--- src/rtl/sha256_sched_unit.sv ---
// SHA-256 message schedule generator: loads 16 message words serially, then
// streams W[0..63] over a valid/ready port, expanding W[16..63] on the fly.
module sha256_sched_unit (
    input  logic        clk_i,
    input  logic        rst_i,
    input  logic        flush_i,
    input  logic        msg_valid_i,
    output logic        msg_ready_o,
    input  logic [31:0] msg_word_i,
    output logic        w_valid_o,
    input  logic        w_ready_i,
    output logic [31:0] w_word_o,
    output logic [5:0]  w_idx_o,
    output logic        block_done_o,
    output logic        busy_o
);
    typedef enum logic [1:0] {IDLE = 2'd0, LOAD = 2'd1, EXPAND = 2'd2} state_t;

    state_t            state_q, state_d;
    logic [15:0][31:0] win_q;
    logic [3:0]        ld_cnt_q;
    logic [5:0]        out_cnt_q;
    logic              in_hs, w_hs;
    logic [31:0]       w_next;

    function automatic logic [31:0] sig0(input logic [31:0] x);
        return {x[6:0], x[31:7]} ^ {x[17:0], x[31:18]} ^ (x >> 3);
    endfunction

    function automatic logic [31:0] sig1(input logic [31:0] x);
        return {x[16:0], x[31:17]} ^ {x[18:0], x[31:19]} ^ (x >> 10);
    endfunction

    assign msg_ready_o  = (state_q != EXPAND);
    assign w_valid_o    = (state_q == EXPAND);
    assign busy_o       = (state_q != IDLE);
    assign in_hs        = msg_valid_i & msg_ready_o;
    assign w_hs         = w_valid_o & w_ready_i;
    assign w_word_o     = w_valid_o ? win_q[0] : 32'd0;
    assign w_idx_o      = out_cnt_q;
    // A flush in the same cycle cancels the final handshake, so no done pulse.
    assign block_done_o = w_hs & (out_cnt_q == 6'd63) & ~flush_i;

    // W[t+16] from the window holding W[t..t+15].
    assign w_next = sig1(win_q[14]) + win_q[9] + sig0(win_q[1]) + win_q[0];

    always_comb begin
        state_d = state_q;
        case (state_q)
            IDLE:    if (in_hs) state_d = LOAD;
            LOAD:    if (in_hs && ld_cnt_q == 4'd15) state_d = EXPAND;
            EXPAND:  if (w_hs && out_cnt_q == 6'd63) state_d = IDLE;
            default: state_d = IDLE;
        endcase
        if (flush_i) state_d = IDLE;
    end

    always_ff @(posedge clk_i or posedge rst_i) begin
        if (rst_i) begin
            state_q   <= IDLE;
            win_q     <= '0;
            ld_cnt_q  <= 4'd0;
            out_cnt_q <= 6'd0;
        end else begin
            state_q <= state_d;
            if (flush_i) begin
                ld_cnt_q  <= 4'd0;
                out_cnt_q <= 6'd0;
            end else if (in_hs) begin
                // Load counter wraps to 0 on the 16th word, ready for the next block.
                win_q    <= {msg_word_i, win_q[15:1]};
                ld_cnt_q <= ld_cnt_q + 4'd1;
            end else if (w_hs) begin
                win_q     <= {w_next, win_q[15:1]};
                out_cnt_q <= out_cnt_q + 6'd1;
            end
        end
    end
endmodule
--- config.mk ---
export PLATFORM = sky130hd
export DESIGN_NAME = sha256_sched_unit
export DESIGN_NICKNAME = d
export VERILOG_FILES = /design/src/rtl/sha256_sched_unit.sv
export SDC_FILE = /design/constraint.sdc
export NUM_CORES = 2
export LEC_CHECK = 0
export ABC_AREA = 1
export CAP_MARGIN = 5
export CORE_UTILIZATION = 30
export DETAILED_ROUTE_END_ITERATION = 6
export GPL_TIMING_DRIVEN = 1
export HOLD_SLACK_MARGIN = 0.05
export PLACE_DENSITY_LB_ADDON = 0.15
export RECOVER_POWER = 50
export SYNTH_ARGS = -nofsm -noshare
export SYNTH_HDL_FRONTEND = slang
export SYNTH_SLANG_ARGS = --single-unit
--- constraint.sdc ---
create_clock -name clk_i -period 23 [get_ports clk_i]
set_input_delay 2.3 -clock clk_i [delete_from_list [all_inputs] [get_ports clk_i]]
set_output_delay 2.3 -clock clk_i [all_outputs]
set_load 0.005 [all_outputs]
# Word level (Yosys, flattened, before mapping)
# Cells that the tools add are included.
[word_totals]
reg_bits = 524
latchBits = 0
ramBits = 0
romBits = 0
out_inout_bits = 42
word_cells = 65
memories = 0
[classes]
add_sub_neg = 5
multipliers = 0
div = 0
order_cmp = 0
n_eq_ne = 9
shifts = 0
n_mux = 13
bitwise = 9
n_reduce_logical = 10
[op_table]
columns = ["op", "count"]
rows = [
  ["512-bit 2-to-1 mux", 2],
  ["32-bit adder", 3],
  ["32-bit bitwise XOR", 2],
  ["32-bit 2-to-1 mux", 1],
  ["32-bit by 22-bit bitwise XOR with 32-bit output", 1],
  ["32-bit by 29-bit bitwise XOR with 32-bit output", 1],
  ["6-bit 2-to-1 mux", 3],
  ["2-bit 2-to-1 mux", 4],
  ["4-bit 2-to-1 mux", 2],
  ["2-bit nonzero test", 4],
  ["6-bit by 1-bit adder with 6-bit output (second input constant)", 1],
  ["6-bit == test (second input constant)", 1],
  ["3-bit != test (second input constant)", 2],
  ["2-bit one-hot mux with 3 select lines", 1],
  ["4-bit by 1-bit adder with 4-bit output (second input constant)", 1],
  ["1-bit bitwise AND", 4],
  ["4-bit == test (second input constant)", 1],
  ["2-bit != test (second input constant)", 2],
  ["2-bit AND reduction", 2],
  ["3-bit by 2-bit != test with 1-bit output (second input constant)", 1],
  ["3-bit AND reduction", 1],
  ["2-bit by 1-bit == test with 1-bit output (second input constant)", 1],
  ["2-bit == test (second input constant)", 1],
  ["1-bit logical AND", 2],
  ["2 further kinds", 2],
]

# Logic depth before layout (Yosys ltp)
[logic_depth]
ltp_word = 7
mapped_depth = 21

# Worst setup path before layout
# OpenSTA, ideal clock, no wires.
[synth_path]
path_type = "input port to output port"
start = "in w_ready_i"
end = "out block_done_o"
arrival_time_ns = 2.717
t_required_ns = 20.700
slack_ns = 17.983
path_stages = 4
cell_sequence = "nand2_4 -> nor3b_2 -> nand2_1 -> nor2_1"
[synth_via]
elab_chain_cells = 3
[synth_rtl]
columns = ["element", "line_no", "text"]
rows = [
  ["from (decl)", "11", "input logic w_ready_i,"],
  ["1-bit bitwise AND", "38", "assign w_hs = w_valid_o & w_ready_i;"],
  ["1-bit bitwise AND (2 in series)", "42", "assign block_done_o = w_hs & (out_cnt_q == 6'd63) & ~flush_i;"],
  ["to (decl)", "14", "output logic block_done_o,"],
]
# No other way between the ends.

# Final worst setup path
[layout_path]
start = "in msg_valid_i"
end = "reg win_q[61] in the netlist's numbering"
[layout_via]
elab_chain_cells = 3
word_cells_on_any_way = 4
[layout_rtl]
columns = ["element", "line_no", "text"]
rows = [
  ["from (decl)", "7", "input logic msg_valid_i,"],
  ["1-bit bitwise AND *", "37", "assign in_hs = msg_valid_i & msg_ready_o;"],
  ["2-bit nonzero test (no line)", "--", ""],
  ["2-bit AND reduction (no line)", "--", ""],
  ["to (signal assigned)", "71", "win_q <= {msg_word_i, win_q[15:1]};"],
  ["to (signal assigned)", "74", "win_q <= {w_next, win_q[15:1]};"],
  ["to (decl)", "20", "logic [15:0][31:0] win_q;"],
]
# Every way passes the cells marked *; elsewhere a longest branch is shown, timed or not.
# A chain may end at the register's enable or synchronous reset.

==> results.toml <==
[place]
place_worst_setup_slack_ns = 16.00
place_area_um2 = 26500
hpwl_um = 49400
port_buffers = 78
gp_congestion = 0.889

[die]
start_util_pct = 30.4
dieArea_um2 = 84600
die-height_um = 291
ioPinCount = 79
die_x_um = 291
num_rows = 105
coreArea_um2 = 82400

[grt]
grt_pass1_wl_um = 108000
grt_max_degree = 229
track_usage_pct = 16.5
antenna_found_initial = 0
grt_pass1_vias = 17800
grt-ovfl-total = 0

[layout]
synthToLayoutAreaGrowth_pct = 13.5
drive_gt1_share_pct = 3.54
fillers = 8570
most-common-layout-cells = "nand2_1, dfrtp_1, inv_1"
diodes = 0
postLayoutCellArea_um2 = 28400
nets = 3029
final_common_cell = "nand2_1"

[worst_setup_path]
critPathTopFamily = "buffers and inverters"
slowest_delay_ns = 2.08
crit_chain = "dlygate4sd3_1 -> inv_1 -> nor2_1 -> clkinvlp_2 -> nand2_1 -> nand2_1 -> inv_16 -> buf_4 -> buf_4 -> o21ai_0"
cp_max_fo = 220
required_ns = 23.44
crit_buf_inv = 6
end_kind = "flip-flop"
crit_type = "input pin to flip-flop"
arrival_ns = 12.04
critPathSlowestCell = "clkinvlp_2"
startpoint_type = "input pin"

[yosys]
synth_warnings = 0
async_flop_share_pct = 100
synth_flop_cell = "dfrtp_1"
synth_enable_flop_cells = 0
syn_nets = 3011
ys_types = 38
avgSynthCellArea_um2 = 8.69
synth_cells = 2879
ys_seq_area_share_pct = 52.4
synth_seq_cells = 524
netlist_area_um2 = 25000

[clock_network]
clkTransAtPathRegs_ns = 0.06
htreeDepth = 2
clock_path_buffers = 3
post_cts_buffers = 0
numCtsBuffers = 57
hold_buffers = 0
clk_latency_ns = 0.62
cts_root_buffer = "clkbuf_16"
clkSinkCount = 524
ctsResizeCount = 0
cts_tree = "yes"

[timing]
fmax_ghz = 0.0862
fin_worst_skew_ns = 0.0344
tightest_slew_ns = 4.57
setup_tns_ns = 0
setup_ws_ns = 11.40
finalSetupViolCount = 0
hold_slack_ns = 0.470
slew-limit-headroom_pct = -207
layout_min_cycle_time_ns = 11.60
period_share_pct = 50.4
maxSlewViolCount = 641
rsz0062_at_grt = "false"
hold_viol = 0

[run_status]
status = "finished, violations left"
failed_checks = "max-capacitance violations, max-slew violations"

[drt]
drt_iter0_drc = 1303
drc = 0
routedWlPerCell_um = 17.3
dr.pass1.iters = 5
antenna_left = 0
vias = 18000
vias_per_cell = 4.49
wirelength_um = 69300

[run]
cap_violations = 10

[min_path]
hold_path_class = "flip-flop to flip-flop"
state kept, by name, indices dropped and copies added, names as in the netlist:
signal	flops
w_idx_o	6
state_q	2
ld_cnt_q	4
win_q	512
through the flow:
step	utilization, %	instances
2_1_floorplan	-	2879
3_3_place_gp	32.2	3908
3_5_place_dp	32.2	3908
4_1_cts	34.6	4012
5_1_grt	34.5	4012
6_report	34.5	4012
final timing paths:
check | startpoint | to | slack (ns) | cells after the start
max in group asynchronous | rst_i | win_q[395] | 12.16 | 6
worst max-delay path | msg_valid_i | win_q[61] | 11.40 | 10
worst max register to register | state_q[1] | win_q[61] | 13.03 | 10
worst min register to register | win_q[426] | win_q[394] | 0.47 | 2
worst min-delay path | win_q[426] | win_q[394] | 0.47 | 2
min in group asynchronous | rst_i | win_q[217] | 3.49 | 2
per-layer routing:
metal | wire length, um | vias up | track usage [%]
met5 | 91 | - | 0.794
met4 | 1890 | 2 | 4.90
met3 | 2910 | 94 | 2.38
met2 | 29600 | 330 | 24.1
met1 | 34900 | 8749 | 25.0
li1 | - | 8857 | -
cell type report:
class                   instances  area [um^2]  share of cell area [%]
flip-flops and latches        524        13100                    46.2
multi-input cells            1751         9360                    32.9
inverters                     471         1790                    6.29
clock buffers                  86         1700                    5.97
well taps                    1070         1340                    4.71
repair buffers                 92          876                    3.08
clock inverters                18          233                   0.819
logic make-up (layout without fill, tap and decap cells):
family / after synthesis / count (layout) / synth area share (%)
compound gates: 545 / 545 / 11.1
buf+inv: 604 / 667 / 10.1
simple gates: 981 / 981 / 15.3
flops: 524 / 524 / 52.4
fa+ha+maj: 95 / 95 / 6.61
xor+xnor: 130 / 130 / 4.55
synthesized netlist by cell type, types with 33 or more instances:
| cell type | count | area, um^2 |
|---|---|---|
| dfrtp_1 | 524 | 13100 |
| fa_1 | 62 | 1240 |
| o21ai_1 | 48 | 240 |
| clkbuf_1 | 35 | 131 |
| nand2_1 | 794 | 2980 |
| xnor2_1 | 65 | 569 |
| buf_2 | 52 | 260 |
| xor2_1 | 65 | 569 |
| o21ai_0 | 437 | 2190 |
| a21oi_1 | 40 | 200 |
| ha_1 | 33 | 413 |
| nor2_1 | 110 | 413 |
| inv_1 | 468 | 1760 |
| nand3_1 | 55 | 275 |
worst min-delay path: stages, from the launching register on:
cell     delay, ns
dfrtp_1       0.34
nand2_1       0.05
nand2_1       0.05
Power is not shown: default switching activity piles up to over one toggle a cycle in this logic, so the estimate is an artifact.
